**src/rtl/dmem_stream_initiator_if.sv**
```systemverilog
// dmem_stream_initiator_if
//  Groups the control, byte-stream and memory-bus signals of the data-memory
//  stream initiator.
//  master : the initiator itself (drives s_ready, m_byte, m_valid, mem_addr,
//           write_data, mem_write, busy, done)
//  slave  : the environment (drives start, dir, base_addr, word_count,
//           s_byte, s_valid, m_ready, read_data)
interface dmem_stream_initiator_if;
  logic        start;
  logic        dir;
  logic [31:0] base_addr;
  logic [7:0]  word_count;
  logic [7:0]  s_byte;
  logic        s_valid;
  logic        s_ready;
  logic [7:0]  m_byte;
  logic        m_valid;
  logic        m_ready;
  logic [31:0] mem_addr;
  logic [31:0] write_data;
  logic        mem_write;
  logic [31:0] read_data;
  logic        busy;
  logic        done;

  modport master (
    input  start, dir, base_addr, word_count, s_byte, s_valid, m_ready, read_data,
    output s_ready, m_byte, m_valid, mem_addr, write_data, mem_write, busy, done
  );

  modport slave (
    output start, dir, base_addr, word_count, s_byte, s_valid, m_ready, read_data,
    input  s_ready, m_byte, m_valid, mem_addr, write_data, mem_write, busy, done
  );
endinterface

```
**src/rtl/dmem_stream_initiator.sv**
```systemverilog
// dmem_stream_initiator
//  Moves byte streams between the I2C side and the 32-bit byte-addressed data
//  memory. Write mode packs inbound bytes little-endian into words and writes
//  them; read mode fetches words and emits them LSB first.
// Ports
//  clk    : system clock, all state on the rising edge
//  reset  : synchronous active-high reset
//  bus    : dmem_stream_initiator_if.master (control, byte streams, memory bus)
// Parameters
//  MEM_BYTES : memory size in bytes (power of 2); word address wraps modulo it
module dmem_stream_initiator #(
  parameter int MEM_BYTES = 64
) (
  input  logic                      clk,
  input  logic                      reset,
  dmem_stream_initiator_if.master   bus
);

  typedef enum logic [2:0] {
    IDLE  = 3'd0,
    FILL  = 3'd1,
    WRITE = 3'd2,
    FETCH = 3'd3,
    DRAIN = 3'd4,
    DONE  = 3'd5
  } state_t;

  localparam logic [31:0] ADDR_MASK = 32'(MEM_BYTES - 1);

  state_t      state_r;
  logic [31:0] addr_r;
  logic [31:0] word_r;
  logic [31:0] shift_r;
  logic [7:0]  remaining_r;
  logic [1:0]  beat_r;
  logic        s_ready_r;
  logic        m_valid_r;
  logic        mem_write_r;
  logic        busy_r;
  logic        done_r;

  // Next word address, wrapping at the top of memory.
  function automatic logic [31:0] next_word_addr(input logic [31:0] a);
    return (a + 32'd4) & ADDR_MASK;
  endfunction

  // Outputs are straight register taps; every one is computed in the FSM.
  assign bus.s_ready    = s_ready_r;
  assign bus.m_valid    = m_valid_r;
  assign bus.m_byte     = shift_r[7:0];
  assign bus.mem_addr   = addr_r;
  assign bus.write_data = word_r;
  assign bus.mem_write  = mem_write_r;
  assign bus.busy       = busy_r;
  assign bus.done       = done_r;

  // Transfer FSM with registered outputs set on entry to each state.
  always_ff @(posedge clk) begin
    if (reset) begin
      state_r     <= IDLE;
      addr_r      <= 32'd0;
      word_r      <= 32'd0;
      shift_r     <= 32'd0;
      remaining_r <= 8'd0;
      beat_r      <= 2'd0;
      s_ready_r   <= 1'b0;
      m_valid_r   <= 1'b0;
      mem_write_r <= 1'b0;
      busy_r      <= 1'b0;
      done_r      <= 1'b0;
    end else begin
      // Single-cycle strobes fall unless a transition below re-raises them.
      mem_write_r <= 1'b0;
      done_r      <= 1'b0;
      case (state_r)
        IDLE: begin
          if (bus.start) begin
            addr_r      <= bus.base_addr & ~32'd3;
            remaining_r <= bus.word_count;
            beat_r      <= 2'd0;
            busy_r      <= 1'b1;
            if (bus.word_count == 8'd0) begin
              state_r <= DONE;
              done_r  <= 1'b1;
            end else if (!bus.dir) begin
              state_r   <= FILL;
              s_ready_r <= 1'b1;
            end else begin
              state_r <= FETCH;
            end
          end else begin
            busy_r <= 1'b0;
          end
        end
        FILL: begin
          if (bus.s_valid && s_ready_r) begin
            // Shifting in from the top leaves byte 0 in bits [7:0] after four.
            word_r <= {bus.s_byte, word_r[31:8]};
            beat_r <= beat_r + 2'd1;
            if (beat_r == 2'd3) begin
              s_ready_r   <= 1'b0;
              mem_write_r <= 1'b1;
              state_r     <= WRITE;
            end else begin
              state_r <= FILL;
            end
          end else begin
            state_r <= FILL;
          end
        end
        WRITE: begin
          addr_r      <= next_word_addr(addr_r);
          remaining_r <= remaining_r - 8'd1;
          if (remaining_r == 8'd1) begin
            state_r <= DONE;
            done_r  <= 1'b1;
          end else begin
            state_r   <= FILL;
            s_ready_r <= 1'b1;
          end
        end
        FETCH: begin
          shift_r   <= bus.read_data;
          beat_r    <= 2'd0;
          m_valid_r <= 1'b1;
          state_r   <= DRAIN;
        end
        DRAIN: begin
          if (bus.m_ready && m_valid_r) begin
            shift_r <= {8'd0, shift_r[31:8]};
            beat_r  <= beat_r + 2'd1;
            if (beat_r == 2'd3) begin
              m_valid_r   <= 1'b0;
              addr_r      <= next_word_addr(addr_r);
              remaining_r <= remaining_r - 8'd1;
              if (remaining_r == 8'd1) begin
                state_r <= DONE;
                done_r  <= 1'b1;
              end else begin
                state_r <= FETCH;
              end
            end else begin
              state_r <= DRAIN;
            end
          end else begin
            state_r <= DRAIN;
          end
        end
        DONE: begin
          busy_r  <= 1'b0;
          state_r <= IDLE;
        end
        default: begin
          state_r   <= IDLE;
          s_ready_r <= 1'b0;
          m_valid_r <= 1'b0;
          busy_r    <= 1'b0;
        end
      endcase
    end
  end

endmodule

```
**src/flat_wrapper.sv**
```systemverilog
// flat-port wrapper written by rule: the top's interface ports become plain ports
module dmem_stream_initiator_flat 
#(
  parameter int MEM_BYTES = 64
)
  (clk, reset, bus_start, bus_dir, bus_base_addr, bus_word_count, bus_s_byte, bus_s_valid, bus_m_ready, bus_read_data, bus_s_ready, bus_m_byte, bus_m_valid, bus_mem_addr, bus_write_data, bus_mem_write, bus_busy, bus_done);
  dmem_stream_initiator_if bus_i ();
  input  logic clk;
  input  logic reset;
  input wire logic [$bits(bus_i.start)-1:0] bus_start;
  input wire logic [$bits(bus_i.dir)-1:0] bus_dir;
  input wire logic [$bits(bus_i.base_addr)-1:0] bus_base_addr;
  input wire logic [$bits(bus_i.word_count)-1:0] bus_word_count;
  input wire logic [$bits(bus_i.s_byte)-1:0] bus_s_byte;
  input wire logic [$bits(bus_i.s_valid)-1:0] bus_s_valid;
  input wire logic [$bits(bus_i.m_ready)-1:0] bus_m_ready;
  input wire logic [$bits(bus_i.read_data)-1:0] bus_read_data;
  output wire logic [$bits(bus_i.s_ready)-1:0] bus_s_ready;
  output wire logic [$bits(bus_i.m_byte)-1:0] bus_m_byte;
  output wire logic [$bits(bus_i.m_valid)-1:0] bus_m_valid;
  output wire logic [$bits(bus_i.mem_addr)-1:0] bus_mem_addr;
  output wire logic [$bits(bus_i.write_data)-1:0] bus_write_data;
  output wire logic [$bits(bus_i.mem_write)-1:0] bus_mem_write;
  output wire logic [$bits(bus_i.busy)-1:0] bus_busy;
  output wire logic [$bits(bus_i.done)-1:0] bus_done;
  assign bus_i.start = bus_start;
  assign bus_i.dir = bus_dir;
  assign bus_i.base_addr = bus_base_addr;
  assign bus_i.word_count = bus_word_count;
  assign bus_i.s_byte = bus_s_byte;
  assign bus_i.s_valid = bus_s_valid;
  assign bus_i.m_ready = bus_m_ready;
  assign bus_i.read_data = bus_read_data;
  assign bus_s_ready = bus_i.s_ready;
  assign bus_m_byte = bus_i.m_byte;
  assign bus_m_valid = bus_i.m_valid;
  assign bus_mem_addr = bus_i.mem_addr;
  assign bus_write_data = bus_i.write_data;
  assign bus_mem_write = bus_i.mem_write;
  assign bus_busy = bus_i.busy;
  assign bus_done = bus_i.done;
  dmem_stream_initiator #(.MEM_BYTES(MEM_BYTES)) u_core (.clk(clk), .reset(reset), .bus(bus_i));
endmodule
```
**config.mk**
```make
export PLATFORM = sky130hd
export DESIGN_NAME = dmem_stream_initiator_flat
export DESIGN_NICKNAME = d
export VERILOG_FILES = /design/src/rtl/dmem_stream_initiator_if.sv /design/src/rtl/dmem_stream_initiator.sv /design/src/flat_wrapper.sv
export SDC_FILE = /design/constraint.sdc
export NUM_CORES = 1
export LEC_CHECK = 0
export CELL_PAD_IN_SITES_DETAIL_PLACEMENT = 0
export CELL_PAD_IN_SITES_GLOBAL_PLACEMENT = 1
export CORE_MARGIN = 10
export CORE_UTILIZATION = 30
export CTS_CLUSTER_DIAMETER = 200
export DETAILED_ROUTE_END_ITERATION = 8
export GPL_ROUTABILITY_DRIVEN = 0
export GPL_TIMING_DRIVEN = 0
export PLACE_DENSITY = 0.85
export SYNTH_ARGS = -nofsm -noshare
export SYNTH_HDL_FRONTEND = slang
export SYNTH_SLANG_ARGS = --single-unit
export TNS_END_PERCENT = 1
```
**constraint.sdc**
```tcl
create_clock -name clk -period 2.29 [get_ports clk]
set_input_delay 0.3435 -clock clk [delete_from_list [all_inputs] [get_ports clk]]
set_output_delay 0.3435 -clock clk [all_outputs]
set_load 0.01 [all_outputs]
```
* Word level (Yosys, flattened, before mapping)
Index checks and enable logic that the tools add are counted.
** Word-level totals
- Bits in registers :: 114
- Bits of input ports :: 86
- Output and inout port bits :: 77
- Logic and storage cells :: 92
** Operators by class
- Add/sub/neg operators :: 3
- Equality and inequality tests :: 15
- Mux-type cells :: 42
- Bitwise operators :: 4
- Reductions and logical operators :: 17
** Operators by type and width (number)
- 32-bit 2-to-1 mux :: 4
- 32-bit one-hot mux with 3 select lines :: 1
- 32-bit one-hot mux with 2 select lines :: 1
- 8-bit 2-to-1 mux :: 3
- 8-bit one-hot mux with 3 select lines :: 1
- 3-bit 2-to-1 mux :: 6
- 3-bit one-hot mux with 5 select lines :: 1
- 1-bit 2-to-1 mux :: 14
- 2-bit 2-to-1 mux :: 6
- 8-bit by 1-bit == test with 1-bit output (second input constant) :: 1
- 8-bit logical NOT :: 1
- 2-bit by 1-bit != test with 1-bit output (second input constant) :: 4
- 2-bit != test (second input constant) :: 4
- 2-bit one-hot mux with 4 select lines :: 1
- 4-bit AND reduction :: 2
- 4-bit OR reduction :: 2
- 8-bit by 1-bit subtractor with 8-bit output (second input constant) :: 1
- 7-bit AND reduction :: 1
- 6-bit by 3-bit adder with 6-bit output (second input constant) :: 1
- 3-bit by 2-bit == test with 1-bit output (second input constant) :: 2
- 3-bit == test (second input constant) :: 2
- 1-bit one-hot mux with 3 select lines :: 2
- 3-bit OR reduction :: 2
- 1-bit NOT :: 4
- other kinds (12) :: 14

* Longest topological paths before layout
- Depth in word-level cells :: 5
- Gate-level depth with buffers :: 7

* Worst setup path before layout
No wires, ideal clock.
- Path kind :: register to register
- From :: reg u_core.beat_r[0]
- To :: reg u_core.addr_r[5] (netlist: u_core.bus.mem_addr[5])
- Setup time :: 132 ps
- Arrival :: 1515 ps
- Data required time :: 2158 ps
- Slack :: 643 ps
- Stages on the path, launching flop included :: 8
- Clock period less this slack :: 1647 ps
- Cells stage by stage :: dfxtp_1 -> ha_1 -> nand4b_1 -> a211o_1 -> buf_2 -> buf_2 -> a21oi_1 -> o32ai_1
** On the way
- Word-level cells in the longest chain between the ends :: 3
** RTL lines
- from (decl) :: RTL line dmem_stream_initiator.sv:35 : logic [1:0] beat_r;
- from (signal assigned) :: RTL line dmem_stream_initiator.sv:99 : beat_r <= beat_r + 2'd1;
- from (signal assigned) :: RTL line dmem_stream_initiator.sv:131 : beat_r <= beat_r + 2'd1;
- 2-bit == test :: RTL line dmem_stream_initiator.sv:132 : if (beat_r == 2'd3) begin
- 2-bit by 1-bit != test with 1-bit output (no source line)
- 4-bit AND reduction (no source line)
- to (signal assigned) :: RTL line dmem_stream_initiator.sv:78 : addr_r <= bus.base_addr & ~32'd3;
- to (signal assigned) :: RTL line dmem_stream_initiator.sv:112 : addr_r <= next_word_addr(addr_r);
- to (signal assigned) :: RTL line dmem_stream_initiator.sv:134 : addr_r <= next_word_addr(addr_r);
- to (decl) :: RTL line dmem_stream_initiator.sv:31 : logic [31:0] addr_r;
No other way between the ends.
A chain may end at the register's enable or synchronous reset.

* Worst setup path after layout
- From :: reg u_core.beat_r[0]
- To :: reg u_core.remaining_r[3]
** On the way
- Word-level cells in the longest chain between the ends :: 3
** RTL lines
- 2-bit == test :: RTL line dmem_stream_initiator.sv:132
- 2-bit by 1-bit != test with 1-bit output (no source line)
- 4-bit AND reduction (no source line)
- to (signal assigned) :: RTL line dmem_stream_initiator.sv:79 : remaining_r <= bus.word_count;
- to (signal assigned) :: RTL line dmem_stream_initiator.sv:113 : remaining_r <= remaining_r - 8'd1;
- to (signal assigned) :: RTL line dmem_stream_initiator.sv:135 : remaining_r <= remaining_r - 8'd1;
- to (decl) :: RTL line dmem_stream_initiator.sv:34 : logic [7:0] remaining_r;
No other way between the ends.

==> results by group <==
Clock network
  • Maximum buffer depth of the clock tree: 2
  • TritonCTS clock tree: yes
  • Number of sinks driven by the clock tree: 112
  • Clock network latency to the later pin of the worst-skew pair: 0.36 ns
  • Clock slew at the register clock pins of the worst setup and hold paths: 0.08 ns
  • Total CTS buffers: 9
  • H-Tree Level Count: 3
  • Root Buffer Master: sky130_fd_sc_hd__clkbuf_16

Timing
  • Transition time at the pin with the least slew margin: 0.6695 ns
  • Sum of negative setup slack: 0 ns
  • Final hold violations: 0
  • Clock skew: 0.008046 ns
  • Top achievable clock speed: 469.3 MHz
  • Max transition margin: 0.5537
  • Setup repair after global routing missed its margin: false
  • Ratio of final minimum period to clock period: 0.9304
  • Setup violations, final: 0
  • Max-slew violation count: 0
  • Shortest clock period the worst path allows after layout: 2.131 ns

Die
  • Top-level I/O count: 163
  • Core area: 0.01571 mm2
  • Area of the die: 0.02134 mm2
  • Die extent in x: 146.1 um
  • Initial core utilization: 0.3035
  • Std cell rows: 46
  • Floorplan die height: 146.1 um

Critical path
  • Sum of buffers and inverters on the critical path: 1
  • Type of the worst setup path: reg2reg
  • Required time of the critical path: 2.53 ns
  • Source of the critical timing path: u_core.beat_r[0]
  • Worst R2R Path Depth: 7
  • Critical Path, Cell by Cell: ha_1 -> nand4b_1 -> a211oi_2 -> buf_2 -> o21ai_1 -> a22oi_1 -> nor2_1
  • Register-to-register path setup slack: 0.16 ns
  • Cell class contributing the biggest share of worst-path delay: compound AO/OA/AOI/OAI gates
  • Data arrival time at the worst-slack endpoint: 2.37 ns
  • Critical Path Slowest Stage Cell: sky130_fd_sc_hd__a211oi_2
  • Max Fanout on Critical Path: 10
  • CP endpoint kind: register
  • Startpoint type of the worst setup path: register
  • Endpoint of the worst register-to-register path: u_core.remaining_r[3]
  • Reg2Reg Launch Point: u_core.beat_r[0]
  • Crit path largest cell delay: 0.53 ns

Drt
  • Wirelength per Cell: 16.04 um
  • Count of unresolved DRC violations after routing: 0
  • Via density per instance: 4.735
  • ANT nets after route: 0
  • Vias: 4583
  • Count of TritonRoute iterations in the first routing pass: 5
  • Drt initial violations: 282
  • Detailed-route wire length: 15530 um

Layout
  • Final design area excluding fillers: 0.006915 mm2
  • Most frequent cells in the layout: sky130_fd_sc_hd__clkdlybuf4s50_1, sky130_fd_sc_hd__nand2_1, sky130_fd_sc_hd__dfxtp_1, sky130_fd_sc_hd__a21oi_1, sky130_fd_sc_hd__nor2_1
  • Diode insertion count for antenna repair: 0
  • Fraction of layout cells with a size suffix above 1: 0.07048
  • Final Net Count: 838
  • Leading cell type in the layout, fill and taps excluded: sky130_fd_sc_hd__clkdlybuf4s50_1
  • Synth-to-Final Area Change: 45.03%

Placed design
  • Post-Place Cell Area: 0.006624 mm2
  • Count of buffers inserted at the top-level ports: 158
  • Detailed placement HPWL: 11820 um

Global route
  • Pin count of the biggest net entering global routing: 18
  • Vias in the first global route: 4422
  • Total grt overflow: 0
  • Antenna violations before repair: 0
  • Overall Global Routing Usage: 0.1415
  • Wire length of the first global-routing pass: 24470 um

Status
  • Run status: finished clean

Synthesis
  • Number of warnings reported in the yosys synthesis log: 0
  • Proportion of synthesized chip area in sequential cells: 0.4702
  • Cells after Synth: 578
  • Number of enable flip-flop cells after synthesis: 0
  • Most instantiated flip-flop cell in the synthesis netlist: sky130_fd_sc_hd__dfxtp_1
  • Number of flip-flops and latches in the synthesized netlist: 112
  • Unique cell type count in the Yosys netlist: 48
  • Proportion of synthesized flip-flops having asynchronous set or reset: 0
  • Per-instance average area after synthesis: 8.250 um2
  • Post-Syn Area: 0.004768 mm2

Power and ir drop
  • P_sw: 1260 uW
  • Power density relative to cell area: 662.7 mW/mm2
  • Total internal power: 3322 uW
  • Fraction of power consumed by combinational cells: 0.190
  • Share of total power in sequential cells: 0.461
  • Static leakage power: 0.002353 uW
  • Peak supply drop: 408.3 uV
  • Power share of the clock group: 0.348
  • Net switching fraction of the power: 0.2750

Min path
  • Min-Delay Startpoint: u_core.bus.mem_addr[15]
  • Endpoint of the worst hold path: u_core.bus.mem_addr[15]
  • Cell depth of the worst hold path: 2
  • Type of the most critical hold path: reg2reg

Flow run
  • # Max-Cap Violations: 0
power by group through the flow:
| stage | Sequential (uW) | Clock [uW] | Combinational (uW) |
|---|---|---|---|
| 2_1_floorplan | 2180 | 0 | 431 |
| 3_3_place_gp | 2160 | 0 | 870 |
| 3_5_place_dp | 2160 | 0 | 871 |
| 4_1_cts | 2110 | 1630 | 875 |
| 5_1_grt | 2130 | 1690 | 958 |
| 6_report | 2110 | 1600 | 873 |
synthesized netlist by cell type, types with 3 or more instances:
| master | instances | area share |
|---|---|---|
| sky130_fd_sc_hd__dfxtp_1 | 112 | 0.47 |
| sky130_fd_sc_hd__clkbuf_1 | 27 | 0.021 |
| sky130_fd_sc_hd__buf_2 | 16 | 0.017 |
| sky130_fd_sc_hd__a211o_1 | 3 | 0.0055 |
| sky130_fd_sc_hd__a22oi_1 | 10 | 0.016 |
| sky130_fd_sc_hd__a21o_1 | 5 | 0.0079 |
| sky130_fd_sc_hd__ha_1 | 4 | 0.010 |
| sky130_fd_sc_hd__a31oi_1 | 3 | 0.0039 |
| sky130_fd_sc_hd__buf_4 | 11 | 0.017 |
| sky130_fd_sc_hd__nor2_1 | 44 | 0.035 |
| sky130_fd_sc_hd__mux2i_1 | 24 | 0.050 |
| sky130_fd_sc_hd__nand2_1 | 112 | 0.088 |
| sky130_fd_sc_hd__a211oi_1 | 24 | 0.038 |
| sky130_fd_sc_hd__o21ai_1 | 6 | 0.0063 |
| sky130_fd_sc_hd__buf_6 | 3 | 0.0071 |
| sky130_fd_sc_hd__nor3_1 | 10 | 0.010 |
| sky130_fd_sc_hd__nand3_1 | 35 | 0.037 |
| sky130_fd_sc_hd__xnor2_1 | 3 | 0.0055 |
| sky130_fd_sc_hd__nand3b_1 | 4 | 0.0063 |
| sky130_fd_sc_hd__a21oi_1 | 78 | 0.082 |
| sky130_fd_sc_hd__or4_1 | 3 | 0.0047 |
| sky130_fd_sc_hd__o21ai_0 | 3 | 0.0031 |
| sky130_fd_sc_hd__inv_1 | 6 | 0.0047 |
layout make-up:
class | count | area [um2]
Clock inverter | 5 | 58.81
Tap cell | 216 | 270.3
Clock buffer | 10 | 229.0
Buffer | 57 | 301.5
Timing Repair Buffer | 158 | 1582
Multi-Input combinational cell | 404 | 2210
Sequential cell | 112 | 2242
Fill cell | 1598 | 8797
Inverter | 6 | 22.52
worst min-delay path, delay by kind of cell, from the launching register on:
kind | cells | cell delay (ns)
simple gates | 1 | 0.05
flops | 1 | 0.31
compound gates | 1 | 0.05
sequential cells by signal (all words and copies together) (netlist names):
register and count:
u_core.bus.done 1, u_core.remaining_r 8, u_core.beat_r 2, u_core.bus.write_data 32, u_core.shift_r 32, u_core.state_r 3, u_core.bus.s_ready 1, u_core.bus.mem_write 1
u_core.bus.m_valid 1, u_core.bus.mem_addr 30, u_core.bus.busy 1
logic make-up (layout without fill, tap and decap cells):
group / Yosys count / in the layout / synth area share
AO/OA/AOI/OAI: 146 / 146 / 0.1897
XOR/XNOR: 3 / 3 / 0.005511
adder cells (fa/ha/maj): 4 / 4 / 0.01050
buffers and inverters: 63 / 236 / 0.06717
flip-flops: 112 / 112 / 0.4702
multiplexers: 25 / 25 / 0.05274
other: 1 / 2 / 0.0007864
AND/OR/NAND/NOR: 224 / 224 / 0.2034
stage by stage:
stage / std cells / hold WS [ns] / setup slack [ns] / total power [uW] / util
after floorplan: 579 / 0.4356 / 0.6435 / 2608 / -
after global placement: 953 / 0.4381 / -0.2024 / 3026 / 0.4216
after detailed placement: 953 / 0.4438 / -0.1968 / 3030 / 0.4216
after CTS: 968 / 0.4539 / 0.1122 / 4620 / 0.4399
after global routing: 968 / 0.4660 / 0.02635 / 4777 / 0.4401
final: 968 / 0.4519 / 0.1594 / 4583 / 0.4401
worst max path at each step:
stage | end | depth (start not counted) | slack (ns)
6_report | u_core.remaining_r[3] | 7 | 0.16
4_1_cts | u_core.bus.mem_addr[16] | 6 | 0.11
5_1_grt | u_core.remaining_r[3] | 7 | 0.03
3_3_place_gp | u_core.bus.mem_addr[29] | 6 | -0.20
2_1_floorplan | u_core.bus.mem_addr[5] | 7 | 0.64
3_5_place_dp | u_core.bus.mem_addr[29] | 6 | -0.20
routing by layer:
metal,share of wire,global-route usage
met3,0.040,0.03214
met5,0,0
met2,0.48,0.2308
met1,0.46,0.1804
met4,0.020,0.04805
what timing repair did:
item | in CTS | in global routing
gates resized for setup | 0 | 6
setup endpoints to repair | 0 | 26
hold buffers | 0 | 0
buffers inserted | 0 | 0
No activity file was read; power rests on OpenSTA's default activity.
